==> src/rtl/fifo_arb_pkg.sv <==
// Shared types and constants for the two-port DDR FIFO command arbiter.
package fifo_arb_pkg;

   localparam logic CMD_WT = 1'b0;
   localparam logic CMD_RD = 1'b1;

   localparam int unsigned ADDR_W  = 27;
   localparam int unsigned BURST_W = 6;
   localparam int unsigned DATA_W  = 128;
   localparam int unsigned MASK_W  = 16;

   // Outstanding-read record: issuing port and beats-1 of the burst
   typedef struct packed {
      logic               port;
      logic [BURST_W-1:0] burst_cnt;
   } tag_t;

   typedef enum logic {
      STG_EMPTY = 1'b0,
      STG_FULL  = 1'b1
   } stage_e;

endpackage

==> src/rtl/fifo_arb_tag_fifo.sv <==
// In-order tag FIFO holding {port, burst_cnt} for every accepted read.
// Push and pop in the same cycle are both honoured, including when full.
module fifo_arb_tag_fifo
   import fifo_arb_pkg::*;
#(
   parameter int unsigned DEPTH = 4
) (
   input  logic clk,
   input  logic rst,
   input  logic push,
   input  tag_t push_tag,
   input  logic pop,
   output logic full,
   output logic empty,
   output tag_t head
);

   localparam int unsigned PTR_W = $clog2(DEPTH);

   tag_t             mem [DEPTH];
   logic [PTR_W-1:0] wr_ptr;
   logic [PTR_W-1:0] rd_ptr;
   logic [PTR_W:0]   count;
   logic             push_ok;
   logic             pop_ok;

   assign full    = (count == (PTR_W+1)'(DEPTH));
   assign empty   = (count == '0);
   assign head    = mem[rd_ptr];
   assign pop_ok  = pop && !empty;
   assign push_ok = push && (!full || pop_ok);

   // Pointer and occupancy bookkeeping; pointers wrap naturally (power-of-two depth)
   always_ff @(posedge clk or posedge rst) begin
      if (rst) begin
         wr_ptr <= '0;
         rd_ptr <= '0;
         count  <= '0;
      end else begin
         if (push_ok) wr_ptr <= wr_ptr + 1'b1;
         if (pop_ok)  rd_ptr <= rd_ptr + 1'b1;
         if (push_ok && !pop_ok)      count <= count + 1'b1;
         else if (pop_ok && !push_ok) count <= count - 1'b1;
      end
   end

   // Tag storage; contents are only meaningful between push and pop
   always_ff @(posedge clk) begin
      if (push_ok) mem[wr_ptr] <= push_tag;
   end

endmodule

==> src/rtl/fifo_cmd_arbiter.sv <==
// Two-port arbiter in front of the DDR FIFO command/response interface.
// Optional macro FIFO_ARB_RR_EN: round-robin arbitration; otherwise port 0
// has fixed priority.
module fifo_cmd_arbiter
   import fifo_arb_pkg::*;
#(
   parameter int unsigned OUTSTD_DEPTH = 4
) (
   input  logic               clk,
   input  logic               rst,

   input  logic               m0_cmd_valid,
   output logic               m0_cmd_ready,
   input  logic               m0_cmd_type,
   input  logic [ADDR_W-1:0]  m0_cmd_addr,
   input  logic [BURST_W-1:0] m0_cmd_burst_cnt,
   input  logic [DATA_W-1:0]  m0_cmd_wt_data,
   input  logic [MASK_W-1:0]  m0_cmd_wt_mask,
   output logic               m0_rsp_valid,
   output logic [DATA_W-1:0]  m0_rsp_data,

   input  logic               m1_cmd_valid,
   output logic               m1_cmd_ready,
   input  logic               m1_cmd_type,
   input  logic [ADDR_W-1:0]  m1_cmd_addr,
   input  logic [BURST_W-1:0] m1_cmd_burst_cnt,
   input  logic [DATA_W-1:0]  m1_cmd_wt_data,
   input  logic [MASK_W-1:0]  m1_cmd_wt_mask,
   output logic               m1_rsp_valid,
   output logic [DATA_W-1:0]  m1_rsp_data,

   output logic               io_fifo_cmd_valid,
   input  logic               io_fifo_cmd_ready,
   output logic               io_fifo_cmd_type,
   output logic [ADDR_W-1:0]  io_fifo_cmd_addr,
   output logic [BURST_W-1:0] io_fifo_cmd_burst_cnt,
   output logic [DATA_W-1:0]  io_fifo_cmd_wt_data,
   output logic [MASK_W-1:0]  io_fifo_cmd_wt_mask,
   input  logic               io_fifo_rsp_valid,
   output logic               io_fifo_rsp_ready,
   input  logic [DATA_W-1:0]  io_fifo_rsp_data,

   output logic               err_orphan_rsp
);

   stage_e             stage_q;
   logic               tag_full;
   logic               tag_empty;
   tag_t               tag_head;
   logic               tag_push;
   logic               tag_pop;
   tag_t               push_tag;
   logic [BURST_W-1:0] beat_cnt;
   logic               rsp_hit;
   logic               tag_room;
   logic               can_load;
   logic               elig0;
   logic               elig1;
   logic               grant0;
   logic               grant1;
   logic               sel_type;
   logic [ADDR_W-1:0]  sel_addr;
   logic [BURST_W-1:0] sel_burst;
   logic [DATA_W-1:0]  sel_data;
   logic [MASK_W-1:0]  sel_mask;

   // Response-side tag consumption; a pop frees a slot for a read in the same cycle
   assign rsp_hit  = io_fifo_rsp_valid && !tag_empty;
   assign tag_pop  = rsp_hit && (beat_cnt == tag_head.burst_cnt);
   assign tag_room = !tag_full || tag_pop;

   assign can_load = (stage_q == STG_EMPTY) || io_fifo_cmd_ready;
   assign elig0    = m0_cmd_valid && ((m0_cmd_type == CMD_WT) || tag_room);
   assign elig1    = m1_cmd_valid && ((m1_cmd_type == CMD_WT) || tag_room);

`ifdef FIFO_ARB_RR_EN
   logic rr_prio_q;  // 1: port 1 preferred on contention

   // Priority flips to the port that did not win the most recent grant
   always_ff @(posedge clk or posedge rst) begin
      if (rst)         rr_prio_q <= 1'b0;
      else if (grant0) rr_prio_q <= 1'b1;
      else if (grant1) rr_prio_q <= 1'b0;
   end
`endif

   // Pick one eligible port whenever the output stage can take a command
   always_comb begin
      grant0 = 1'b0;
      grant1 = 1'b0;
      if (can_load) begin
`ifdef FIFO_ARB_RR_EN
         if (elig0 && elig1) begin
            grant0 = !rr_prio_q;
            grant1 = rr_prio_q;
         end else begin
            grant0 = elig0;
            grant1 = elig1;
         end
`else
         grant0 = elig0;
         grant1 = elig1 && !elig0;
`endif
      end
   end

   assign m0_cmd_ready = grant0;
   assign m1_cmd_ready = grant1;

   // Winner's command fields
   always_comb begin
      sel_type  = m0_cmd_type;
      sel_addr  = m0_cmd_addr;
      sel_burst = m0_cmd_burst_cnt;
      sel_data  = m0_cmd_wt_data;
      sel_mask  = m0_cmd_wt_mask;
      if (grant1) begin
         sel_type  = m1_cmd_type;
         sel_addr  = m1_cmd_addr;
         sel_burst = m1_cmd_burst_cnt;
         sel_data  = m1_cmd_wt_data;
         sel_mask  = m1_cmd_wt_mask;
      end
   end

   assign tag_push = (grant0 || grant1) && (sel_type == CMD_RD);
   assign push_tag = '{port: grant1, burst_cnt: sel_burst};

   // One-entry output stage: loads on grant, drains on downstream ready
   always_ff @(posedge clk or posedge rst) begin
      if (rst) begin
         stage_q               <= STG_EMPTY;
         io_fifo_cmd_type      <= 1'b0;
         io_fifo_cmd_addr      <= '0;
         io_fifo_cmd_burst_cnt <= '0;
         io_fifo_cmd_wt_data   <= '0;
         io_fifo_cmd_wt_mask   <= '0;
      end else if (grant0 || grant1) begin
         stage_q               <= STG_FULL;
         io_fifo_cmd_type      <= sel_type;
         io_fifo_cmd_addr      <= sel_addr;
         io_fifo_cmd_burst_cnt <= sel_burst;
         io_fifo_cmd_wt_data   <= sel_data;
         io_fifo_cmd_wt_mask   <= sel_mask;
      end else if (io_fifo_cmd_ready) begin
         stage_q <= STG_EMPTY;
      end
   end

   assign io_fifo_cmd_valid = (stage_q == STG_FULL);

   // Beat counter within the burst at the head of the tag FIFO
   always_ff @(posedge clk or posedge rst) begin
      if (rst)          beat_cnt <= '0;
      else if (tag_pop) beat_cnt <= '0;
      else if (rsp_hit) beat_cnt <= beat_cnt + 1'b1;
   end

   // Sticky flag for response beats that have no outstanding read
   always_ff @(posedge clk or posedge rst) begin
      if (rst)                                  err_orphan_rsp <= 1'b0;
      else if (io_fifo_rsp_valid && tag_empty) err_orphan_rsp <= 1'b1;
   end

   assign io_fifo_rsp_ready = 1'b1;
   assign m0_rsp_valid      = rsp_hit && (tag_head.port == 1'b0);
   assign m1_rsp_valid      = rsp_hit && (tag_head.port == 1'b1);
   assign m0_rsp_data       = io_fifo_rsp_data;
   assign m1_rsp_data       = io_fifo_rsp_data;

   fifo_arb_tag_fifo #(
      .DEPTH (OUTSTD_DEPTH)
   ) u_tag_fifo (
      .clk      (clk),
      .rst      (rst),
      .push     (tag_push),
      .push_tag (push_tag),
      .pop      (tag_pop),
      .full     (tag_full),
      .empty    (tag_empty),
      .head     (tag_head)
   );

endmodule

==> config.mk <==
export PLATFORM = sky130hd
export DESIGN_NAME = fifo_cmd_arbiter
export DESIGN_NICKNAME = d
export VERILOG_FILES = /design/src/rtl/fifo_arb_pkg.sv /design/src/rtl/fifo_arb_tag_fifo.sv /design/src/rtl/fifo_cmd_arbiter.sv
export SDC_FILE = /design/constraint.sdc
export NUM_CORES = 1
export LEC_CHECK = 0
export CAP_MARGIN = 10
export CORE_AREA = 2 2 367 369
export CTS_CLUSTER_SIZE = 14
export DETAILED_ROUTE_END_ITERATION = 7
export DIE_AREA = 0 0 369 371
export PLACE_DENSITY = 0.41
export SKIP_LAST_GASP = 1
export SYNTH_ARGS = -nofsm -noshare
export SYNTH_HDL_FRONTEND = slang
export SYNTH_SLANG_ARGS = --single-unit
==> constraint.sdc <==
create_clock -name clk -period 16 [get_ports clk]
set_clock_uncertainty 0.1 [all_clocks]
set_input_delay 4.8 -clock clk [delete_from_list [all_inputs] [get_ports clk]]
set_output_delay 4.8 -clock clk [all_outputs]
set_load 0.02 [all_outputs]
==> results.yml <==
timing:
  fin_crit_ns: 12.24
  finalSetupTns_ns: 0
  hold_viol: 0
  rsz0062_at_grt: "no"
  worstMarginPinSlew_ns: 1.14
  fmax_ghz: 0.0817
  setup_ws_ns: 3.76
  period_share_pct: 76.5
  setup_viol: 0
  maxSlewViolCount: 0
  relSlewSlack_pct: 23.8
layout:
  finalNonFillerCells: 3053
  finalNetCount: 1750
  drive_gt1_share_pct: 7.05
  layout_commonest_cell: "clkdlybuf4s50_1"
  layout_common_cells: "clkdlybuf4s50_1, dfrtp_1, a21o_1, a22o_1, clkbuf_16"
  area_growth_pct: 57.6
  fillers: 15027
floorplanning:
  initial_core_util_pct: 8.69
  core_area_um2: 133000
  die_w_um: 369
  dieHeight_um: 371
  fp.dieArea_um2: 137000
  rows: 134
  ios: 931
setup_path:
  timing_worst_setup_path_type: "in2out"
  critPathMaxStageDelay_ns: 0.64
  critical_path.cell_chain: "clkdlybuf4s50_1 > nor2b_1 > nand3_1 > nor2_2 > o221a_4 > clkdlybuf4s50_1"
  cp_max_fo: 13
  cp_common_cell: "clkdlybuf4s50_1"
  path_delay_family: "buffers and inverters"
  critPathSlowestCell: "clkdlybuf4s50_1"
  crit_buf_inv: 2
  startpoint_type: "input pin"
  end_kind: "output port"
  critPathArrivalTime_ns: 7.34
  cp.required_ns: 11.10
  reg2reg_slack_ns: 10.92
route:
  dr.pass1.iters: 4
  wirelength_um: 72000
  via_count: 8971
  drc: 0
  drt_iter0_markers: 431
  wl_per_cell_um: 23.6
  vias_per_cell: 2.94
  ant_nets: 0
yosys:
  yosysTopAreaCell: "dfrtp_1"
  syn-num-nets: 1478
  postSynth.asyncResetShare_pct: 87.3
  synth_cells: 981
  synth.top_cell.area_share_pct: 41.9
  synth_seq_area_share_pct: 49.1
  synth-edff-count: 28
  synth_cell_types: 34
  ys.flop_type: "dfrtp_1"
  synthTopCellsByArea: "dfrtp_1, buf_4, a22o_1"
  synthesis.area_um2: 11500
  synth_area_per_cell_um2: 11.8
  synth-seq-cells: 221
  synth_warnings: 0
power:
  p_leak_nw: 7.66
  power_density_nw_per_um2: 152
  ir_drop_mv: 0.0834
clocking:
  cts-hold-fix-buffers: 0
  cts-root-buf: "clkbuf_16"
  clk_pin_slew_ns: 0.06
  htreeDepth: 1
  cts.sinks: 221
  clk_latency_ns: 0.59
  clk_path_buf_depth: 3
  ctsResizeCount: 0
  cts_setup_buffers: 0
  numCtsBuffers: 31
  cts_tree: "yes"
placed_design:
  io_buffers: 545
  dp.final_hpwl_um: 58800
  gp_congestion: 0.809
  post-place-ws_ns: 3.77
  dp_cells: 2988
grt:
  grt_usage_pct: 10.0
  grt_max_degree: 117
  gr-total-overflow: 0
  grt_pass1_wl_um: 93100
  antenna_found_initial: 26
  grt_pass1_vias: 9684
hold_path:
  holdCritPathClass: "reg2reg"
outcome:
  outcome: "finished clean"
flow_run:
  cap_violations: 0
==> metrics by stage <==
stage	util, %	cell area (µm²)	power [mW]	hold slack, ns
3_5_place_dp	12.9	17100	2.06	0.373
5_1_grt	13.7	18200	2.93	0.419
2_1_floorplan	-	11500	1.55	0.356
4_1_cts	13.7	18200	2.83	0.390
3_3_place_gp	12.9	17100	2.06	0.363
6_report	13.7	18200	2.76	0.382
==> power breakdown <==
part / switching (mW) / internal, mW / total [mW]
registers: 0.125 / 0.756 / 0.881
logic: 0.569 / 0.590 / 1.16
clock network: 0.294 / 0.430 / 0.725
total: 0.989 / 1.78 / 2.76
==> worst paths after layout <==
path,startpoint,end,depth (start not counted)
worst max-delay path,io_fifo_rsp_valid,m1_cmd_ready,6
worst min-delay path,u_tag_fifo.count[2],u_tag_fifo.count[2],1
max in group asynchronous,rst,io_fifo_cmd_burst_cnt[0],4
worst max register to register,u_tag_fifo.rd_ptr[0],io_fifo_cmd_wt_mask[12],10
min in group asynchronous,rst,io_fifo_cmd_wt_data[40],2
worst min register to register,u_tag_fifo.count[2],u_tag_fifo.count[2],1
==> cells in the mapped netlist (3+ instances only) <==
library cell  instances
mux2_2               13
buf_4               261
nand2_1               9
a21o_1              173
ha_1                  6
nor2_1                7
xor2_1                6
edfxtp_1             28
and2_1                6
dfrtp_1             193
nand3_1               3
clkbuf_1             16
xnor2_1              10
a22o_1              172
inv_1                 9
o21ai_0               4
mux4_2                7
buf_2                40
==> flip-flops by register name, indices dropped and copies added, names as in the netlist <==
name,count
u_tag_fifo.wr_ptr,2
io_fifo_cmd_wt_data,128
io_fifo_cmd_type,1
io_fifo_cmd_valid,1
io_fifo_cmd_burst_cnt,6
u_tag_fifo.mem,28
u_tag_fifo.count,3
u_tag_fifo.rd_ptr,2
io_fifo_cmd_wt_mask,16
io_fifo_cmd_addr,27
beat_cnt,6
err_orphan_rsp,1
==> cell families (layout without fill, tap and decap cells) <==
| logic type | after synthesis | after routing | synth area share (%) |
|---|---|---|---|
| buffers and inverters | 326 | 622 | 19.5 |
| AOI/OAI and AO/OA | 354 | 354 | 24.9 |
| adders and majority gates | 7 | 7 | 0.824 |
| xor gates and xnor gates | 16 | 16 | 1.21 |
| other | 1 | 9 | 0.0325 |
| DFF | 221 | 221 | 49.1 |
| muxes | 21 | 21 | 2.76 |
| and+or+nand+nor | 35 | 35 | 1.56 |
==> cell type report <==
cell class              instances  area, µm²  share of cell area, %
repair buffers                556       5550                   30.5
diodes                          8       20.0                  0.110
well taps                    1768       2210                   12.2
multi-input cells             434       3640                   20.0
clock buffers                  42        877                   4.82
clock inverters                15        170                  0.936
flip-flops and latches        221       5670                   31.2
inverters                       9       41.3                  0.227
==> layer usage <==
metal | track usage, % | vias to the layer above | wire length [µm]
met2 | 16.5 | 663 | 33600
met1 | 10.7 | 4306 | 25700
met5 | 0.315 | - | 58
li1 | - | 3830 | -
met4 | 3.67 | 2 | 2960
met3 | 5.63 | 170 | 9660
Note: power is estimated with default switching activity, not from simulation.
